--- config.mk ---
export PLATFORM = sky130hd
export DESIGN_NAME = ase_hssi_pkt_monitor
export DESIGN_NICKNAME = d
export VERILOG_FILES = /design/src/rtl/ase_hssi_pkt_monitor.sv
export SDC_FILE = /design/constraint.sdc
export NUM_CORES = 2
export LEC_CHECK = 0
export CELL_PAD_IN_SITES_DETAIL_PLACEMENT = 0
export CELL_PAD_IN_SITES_GLOBAL_PLACEMENT = 1
export CORE_ASPECT_RATIO = 1.75
export CORE_MARGIN = 4
export CORE_UTILIZATION = 41
export CTS_BUF_LIST = sky130_fd_sc_hd__clkbuf_4
export DETAILED_ROUTE_END_ITERATION = 12
export GPL_TIMING_DRIVEN = 0
export PLACE_DENSITY_LB_ADDON = 0.1
export SLEW_MARGIN = 20
export SYNTH_ARGS = -nofsm -noshare
export SYNTH_HDL_FRONTEND = slang
export SYNTH_SLANG_ARGS = --single-unit
--- constraint.sdc ---
create_clock -name clk -period 4.9 [get_ports clk]
set_input_delay 0.735 -clock clk [delete_from_list [all_inputs] [get_ports clk]]
set_output_delay 0.735 -clock clk [all_outputs]
set_load 0.005 [all_outputs]
--- src/rtl/ase_hssi_pkt_monitor.sv ---
// ase_hssi_pkt_monitor: passive AXI-Stream tap that builds one summary record per packet
// and queues it in a small FIFO for the HSSI event logger.
module ase_hssi_pkt_monitor #(
   parameter int DATA_WIDTH = 64,
   parameter int FIFO_DEPTH = 8,
   parameter int CNT_W      = 16,
   parameter int TS_W       = 32,
   parameter int CHANNEL_ID = 0
) (
   input  logic                    clk,
   input  logic                    SoftReset_n,
   input  logic                    mon_tvalid,
   input  logic                    mon_tready,
   input  logic                    mon_tlast,
   input  logic [DATA_WIDTH/8-1:0] mon_tkeep,
   input  logic                    mon_tuser_err,
   output logic                    rec_valid,
   input  logic                    rec_ready,
   output logic [7:0]              rec_chan,
   output logic [TS_W-1:0]         rec_start_ts,
   output logic [TS_W-1:0]         rec_end_ts,
   output logic [CNT_W-1:0]        rec_bytes,
   output logic [CNT_W-1:0]        rec_beats,
   output logic [2:0]              rec_err,
   output logic [15:0]             drop_cnt,
   output logic                    ovf_sticky,
   output logic                    proto_sticky
);
   localparam int KEEP_W = DATA_WIDTH / 8;
   localparam int PW     = $clog2(FIFO_DEPTH);
   localparam int KC_W   = $clog2(KEEP_W + 1);
   localparam logic [CNT_W-1:0] CNT_MAX = '1;
   typedef enum logic {IDLE, IN_PKT} state_t;
   typedef struct packed {
      logic [TS_W-1:0]  start_ts;
      logic [TS_W-1:0]  end_ts;
      logic [CNT_W-1:0] bytes;
      logic [CNT_W-1:0] beats;
      logic [2:0]       err;
   } rec_t;
   state_t           state, state_nx;
   logic [TS_W-1:0]  ts;
   logic [TS_W-1:0]  acc_start;
   logic [CNT_W-1:0] acc_bytes, acc_beats;
   logic [2:0]       acc_err;
   rec_t             rec_nx, stage;
   logic             stage_v;
   rec_t             mem [FIFO_DEPTH];
   logic [PW-1:0]    wr_ptr, rd_ptr;
   logic [PW:0]      count;
   logic             accept, first, hole, prev_stall, pop, full, push_ok;
   logic [KC_W-1:0]  keep_cnt;
   logic [CNT_W:0]   beats_sum, bytes_sum;
   assign accept = mon_tvalid && mon_tready;
   assign hole   = (mon_tkeep == '0) || ((mon_tkeep & (mon_tkeep + KEEP_W'(1))) != '0);
   always_comb begin
      keep_cnt = '0;
      for (int i = 0; i < KEEP_W; i++) keep_cnt = keep_cnt + KC_W'(mon_tkeep[i]);
   end
   always_ff @(posedge clk or negedge SoftReset_n)
      if (!SoftReset_n) state <= IDLE;
      else state <= state_nx;
   always_comb begin
      state_nx = state;
      if (accept) state_nx = mon_tlast ? IDLE : IN_PKT;
   end
   // Record as it stands after the current beat; the first beat starts from zero.
   always_comb begin
      first           = state == IDLE;
      beats_sum       = {1'b0, first ? '0 : acc_beats} + (CNT_W+1)'(1);
      bytes_sum       = {1'b0, first ? '0 : acc_bytes} + (CNT_W+1)'(keep_cnt);
      rec_nx.start_ts = first ? ts : acc_start;
      rec_nx.end_ts   = ts;
      rec_nx.beats    = beats_sum[CNT_W] ? CNT_MAX : beats_sum[CNT_W-1:0];
      rec_nx.bytes    = bytes_sum[CNT_W] ? CNT_MAX : bytes_sum[CNT_W-1:0];
      rec_nx.err      = (first ? 3'b000 : acc_err) |
                        {hole, beats_sum[CNT_W] | bytes_sum[CNT_W], mon_tuser_err};
   end
   always_ff @(posedge clk or negedge SoftReset_n)
      if (!SoftReset_n) begin
         ts           <= '0;
         acc_start    <= '0;
         acc_bytes    <= '0;
         acc_beats    <= '0;
         acc_err      <= '0;
         stage        <= '0;
         stage_v      <= 1'b0;
         prev_stall   <= 1'b0;
         proto_sticky <= 1'b0;
      end else begin
         ts      <= ts + TS_W'(1);
         stage_v <= accept && mon_tlast;
         if (accept) begin
            acc_start <= rec_nx.start_ts;
            acc_bytes <= rec_nx.bytes;
            acc_beats <= rec_nx.beats;
            acc_err   <= rec_nx.err;
         end
         if (accept && mon_tlast) stage <= rec_nx;
         prev_stall <= mon_tvalid && !mon_tready;
         if (prev_stall && !mon_tvalid) proto_sticky <= 1'b1;
      end
   assign rec_valid = count != '0;
   assign full      = count == (PW+1)'(FIFO_DEPTH);
   assign pop       = rec_valid && rec_ready;
   assign push_ok   = stage_v && (!full || pop);
   always_ff @(posedge clk or negedge SoftReset_n)
      if (!SoftReset_n) begin
         for (int i = 0; i < FIFO_DEPTH; i++) mem[i] <= '0;
         wr_ptr     <= '0;
         rd_ptr     <= '0;
         count      <= '0;
         drop_cnt   <= '0;
         ovf_sticky <= 1'b0;
      end else begin
         if (push_ok) begin
            mem[wr_ptr] <= stage;
            wr_ptr      <= wr_ptr + PW'(1);
         end
         if (pop) rd_ptr <= rd_ptr + PW'(1);
         count <= count + (PW+1)'(push_ok) - (PW+1)'(pop);
         if (stage_v && !push_ok) begin
            ovf_sticky <= 1'b1;
            if (drop_cnt != 16'hFFFF) drop_cnt <= drop_cnt + 16'd1;
         end
      end
   assign {rec_start_ts, rec_end_ts, rec_bytes, rec_beats, rec_err} = mem[rd_ptr];
   assign rec_chan = rec_valid ? 8'(CHANNEL_ID) : 8'd0;
endmodule
==> flow_summary.json <==
{
  "crit_arrival_ns": 3.92,
  "timing_worst_setup_path_type": "reg2out",
  "post_synth_main_area_contributors": "sky130_fd_sc_hd__dfrtp_1 (56%), sky130_fd_sc_hd__mux2_2 (22%), sky130_fd_sc_hd__mux4_2 (9.8%), sky130_fd_sc_hd__nand2_1 (2.2%), sky130_fd_sc_hd__xnor2_1 (0.96%)",
  "wirelength_um": 127000,
  "routabilityCongestion": 0.824,
  "peak_usage_layer_in_the_global_routing_report": "met2",
  "ios": 141,
  "first_global_vias": 32200,
  "post-synth-top-area-cell": "sky130_fd_sc_hd__dfrtp_1",
  "dp_hpwl_um": 87000,
  "via_per_inst": 5.46,
  "yosys_warnings": 0,
  "hold_violations": 0,
  "netlist.area_leader.share_pct": 55.9,
  "asr_flop_ratio_synth_pct": 100,
  "max_slew.worst_pin.slew_ns": 1.14,
  "internal-power_mw": 19.0,
  "crit_path_end_kind": "primary output",
  "area.growth.synth_to_final_pct": 14.4,
  "power.sequential.fraction_pct": 42.8,
  "tritoncts.num_buffers": 274,
  "grtUsageTotal_pct": 22.0,
  "floorplan.die_area_sq_um": 117000,
  "final_net_count": 3605,
  "drtPass1Iterations": 5,
  "netlist_instances": 3140,
  "worst-r2r-setup-slack_ns": 0.46,
  "met2_usage_pct": 40.8,
  "grt_pass1_wl_um": 195000,
  "die_width_um": 260,
  "die_y_um": 450,
  "number_of_port_buffers": 132,
  "pwr-share-comb_pct": 32.4,
  "placementRows": 161,
  "synth_top_flop_cell": "sky130_fd_sc_hd__dfrtp_1",
  "synthesis.area_sq_um": 45700,
  "final_max_slew_viol_count": 0,
  "cts.path.max_buffers": 4,
  "htreeDepth": 5,
  "yosys_register_bits": 1021,
  "max_slew_headroom_pct": 24.0,
  "initial_utilization_pct": 41.4,
  "synth_edf_count": 0,
  "synth_cell_types": 61,
  "reg2reg_depth": 13,
  "remaining_antenna_violation_count_after_routing": 0,
  "pwr-share-clk_pct": 24.8,
  "post-route-cell-area_sq_um": 52300,
  "worstPathRequired_ns": 4.16,
  "hold_path.class": "in2async",
  "switching_share_pct": 31.2,
  "rr_startpoint": "state",
  "aggregate_global_routing_overflow": 0,
  "layout.cells.most_common_list": "sky130_fd_sc_hd__dfrtp_1 (1021), sky130_fd_sc_hd__mux2_2 (897), sky130_fd_sc_hd__clkbuf_4 (374), sky130_fd_sc_hd__nand2_1 (269), sky130_fd_sc_hd__mux4_2 (198)",
  "worstSkewPairLatency_ns": 1.15,
  "clock_tree.root_cell": "sky130_fd_sc_hd__clkbuf_4",
  "timing.max_cap.violations": 0,
  "critical-path-top-cell-by-count": "sky130_fd_sc_hd__clkbuf_4",
  "global_route.usage.met1_pct": 24.4,
  "pin_count_of_the_biggest_net_entering_global_routing": 152,
  "drtIter0Drc": 1477,
  "grt_antenna_before_repair": 5,
  "syn_area_per_cell_sq_um": 14.6,
  "clk_pin_slew_worst_paths_ns": 0.06,
  "outcome": "finished, final reports clean",
  "setup_viol": 0,
  "achievable-frequency_ghz": 0.215,
  "slowest_delay_ns": 0.47,
  "skew_ns": 0.0556,
  "coreArea_sq_um": 110000,
  "p_leak_nw": 24.6,
  "ys_seq_area_share_pct": 55.9,
  "critical_path.cell_chain": "clkbuf_4, clkbuf_4, clkbuf_2, mux4_2, mux2_2, clkdlybuf4s50_1",
  "final.fill_count": 10100,
  "share_of_cells_above_drive_strength_1_pct": 43.8,
  "final_core_util_pct": 47.3,
  "use_met3_pct": 4.62,
  "min_period_over_period_pct": 95.0,
  "layout.cells.most_common": "sky130_fd_sc_hd__dfrtp_1",
  "number_of_clock_sinks_seen_by_cts": 1021,
  "net-switching-power_mw": 8.64,
  "setup.worst_path.start_class": "flip-flop",
  "cp_max_fo": 10,
  "dpl-instance-area_sq_um": 49100,
  "pwr_density_cell_nw_per_um2": 530,
  "finalCriticalPeriod_ns": 4.66,
  "route.vias.total": 28300,
  "worst_ir_drop_vdd_v": 0.000314,
  "worst_path_max_delay_cell": "sky130_fd_sc_hd__clkdlybuf4s50_1",
  "finalSetupTns_ns": 0,
  "drc_errors": 0,
  "tritoncts": "built",
  "critical_path.reg2reg.endpoint": "acc_bytes[6]",
  "drt-wirelength-per-cell_um": 24.5
}
[cells by family (layout without fill, tap and decap cells)]
group	count (synthesis)	after routing	synth area share, %
AOI/OAI and AO/OA	177	177	2.31
xor gates and xnor gates	63	63	1.21
adders and majority gates	26	26	0.811
buffers and inverters	233	792	2.34
DFF	1021	1021	55.9
muxes	1132	1132	32.7
other	1	13	0.00821
and+or+nand+nor	487	487	4.73
[cells in the mapped netlist (all sizes together) (3+ instances only)]
library cell	instances
a21o	10
a21oi	86
a221o	3
a31oi	11
and2	12
and3	19
and4	9
buf	118
clkbuf	84
dfrtp	1021
fa	6
ha	20
inv	30
mux2	898
mux2i	36
mux4	198
nand2	269
nand2b	4
nand3	35
nand4	13
nand4b	3
nor2	92
nor3	17
nor4	5
o211ai	7
o21a	4
o21ai	37
o31ai	3
xnor2	50
xor2	13
[flip-flops by register name (all words and copies together) (netlist names)]
name,count
drop_cnt,16
acc_bytes,16
ts,32
count,4
acc_beats,16
acc_start,32
proto_sticky,1
ovf_sticky,1
stage,99
prev_stall,1
mem,792
rd_ptr,3
acc_err,3
state,1
wr_ptr,3
stage_v,1
[worst max-delay path, delay by kind of cell (launching register included)]
| kind | cells | cell delay (ns) |
|---|---|---|
| DFF | 1 | 0.35 |
| buffers and inverters | 4 | 1.72 |
| muxes | 2 | 0.73 |
[metal layers]
layer  routed length (um)  vias up  part of all wire, %
li1                     -    12400                    -
met1                46400    14900                   37
met2                69900      685                   55
met3                 5330      284                  4.2
met4                 5180        2                  4.1
met5                   13        -                0.010
[layout make-up]
cell class,count,area (sq um),area share [%]
clock inverter,48,193,0.369
sequential,1021,25500,48.9
timing repair buffer,144,1620,3.09
inverter,31,116,0.223
multi-input combinational,1893,19100,36.6
buffer,199,1040,2.00
clock buffer,370,2780,5.32
antenna,5,12.5,0.0239
tap,1467,1840,3.51
[repair_timing]
item                       in CTS  in global routing
hold endpoints to repair      162                  0
gates resized for setup        44                  1
hold buffers                    4                  0
buffers inserted                0                  0
setup endpoints to repair     133                  1
[stage by stage]
stage	hold WS [ns]	std cells	total power, mW	worst slack, ns
global route	0.0991	5178	29.4	-0.00936
global placement	0.436	4746	20.8	-39.87
finish	0.225	5178	27.7	0.243
floorplan	0.425	3147	17.2	0.704
detailed placement	0.445	4754	21.1	-0.780
CTS	0.0440	5173	28.3	0.0114
[worst max path at each step]
stage	startpoint	endpoint	slack, ns	depth (start not counted)
floorplan	mon_tkeep[0]	stage[32]	0.70	12
global placement	SoftReset_n	mem[409]	-39.87	1
detailed placement	state	stage[32]	-0.78	14
CTS	rd_ptr[1]	rec_end_ts[25]	0.01	6
global route	rd_ptr[1]	rec_end_ts[25]	-0.009	6
finish	rd_ptr[1]	rec_bytes[15]	0.24	6
[power by group through the flow]
stage | Combinational, mW | Clock, mW | Sequential, mW
floorplan | 5.79 | 0 | 11.4
global placement | 8.85 | 0 | 11.9
detailed placement | 9.10 | 0 | 12.0
CTS | 9.20 | 7.20 | 11.9
global route | 9.68 | 7.62 | 12.1
finish | 8.95 | 6.88 | 11.8
Note: power is estimated with default switching activity, not from simulation.
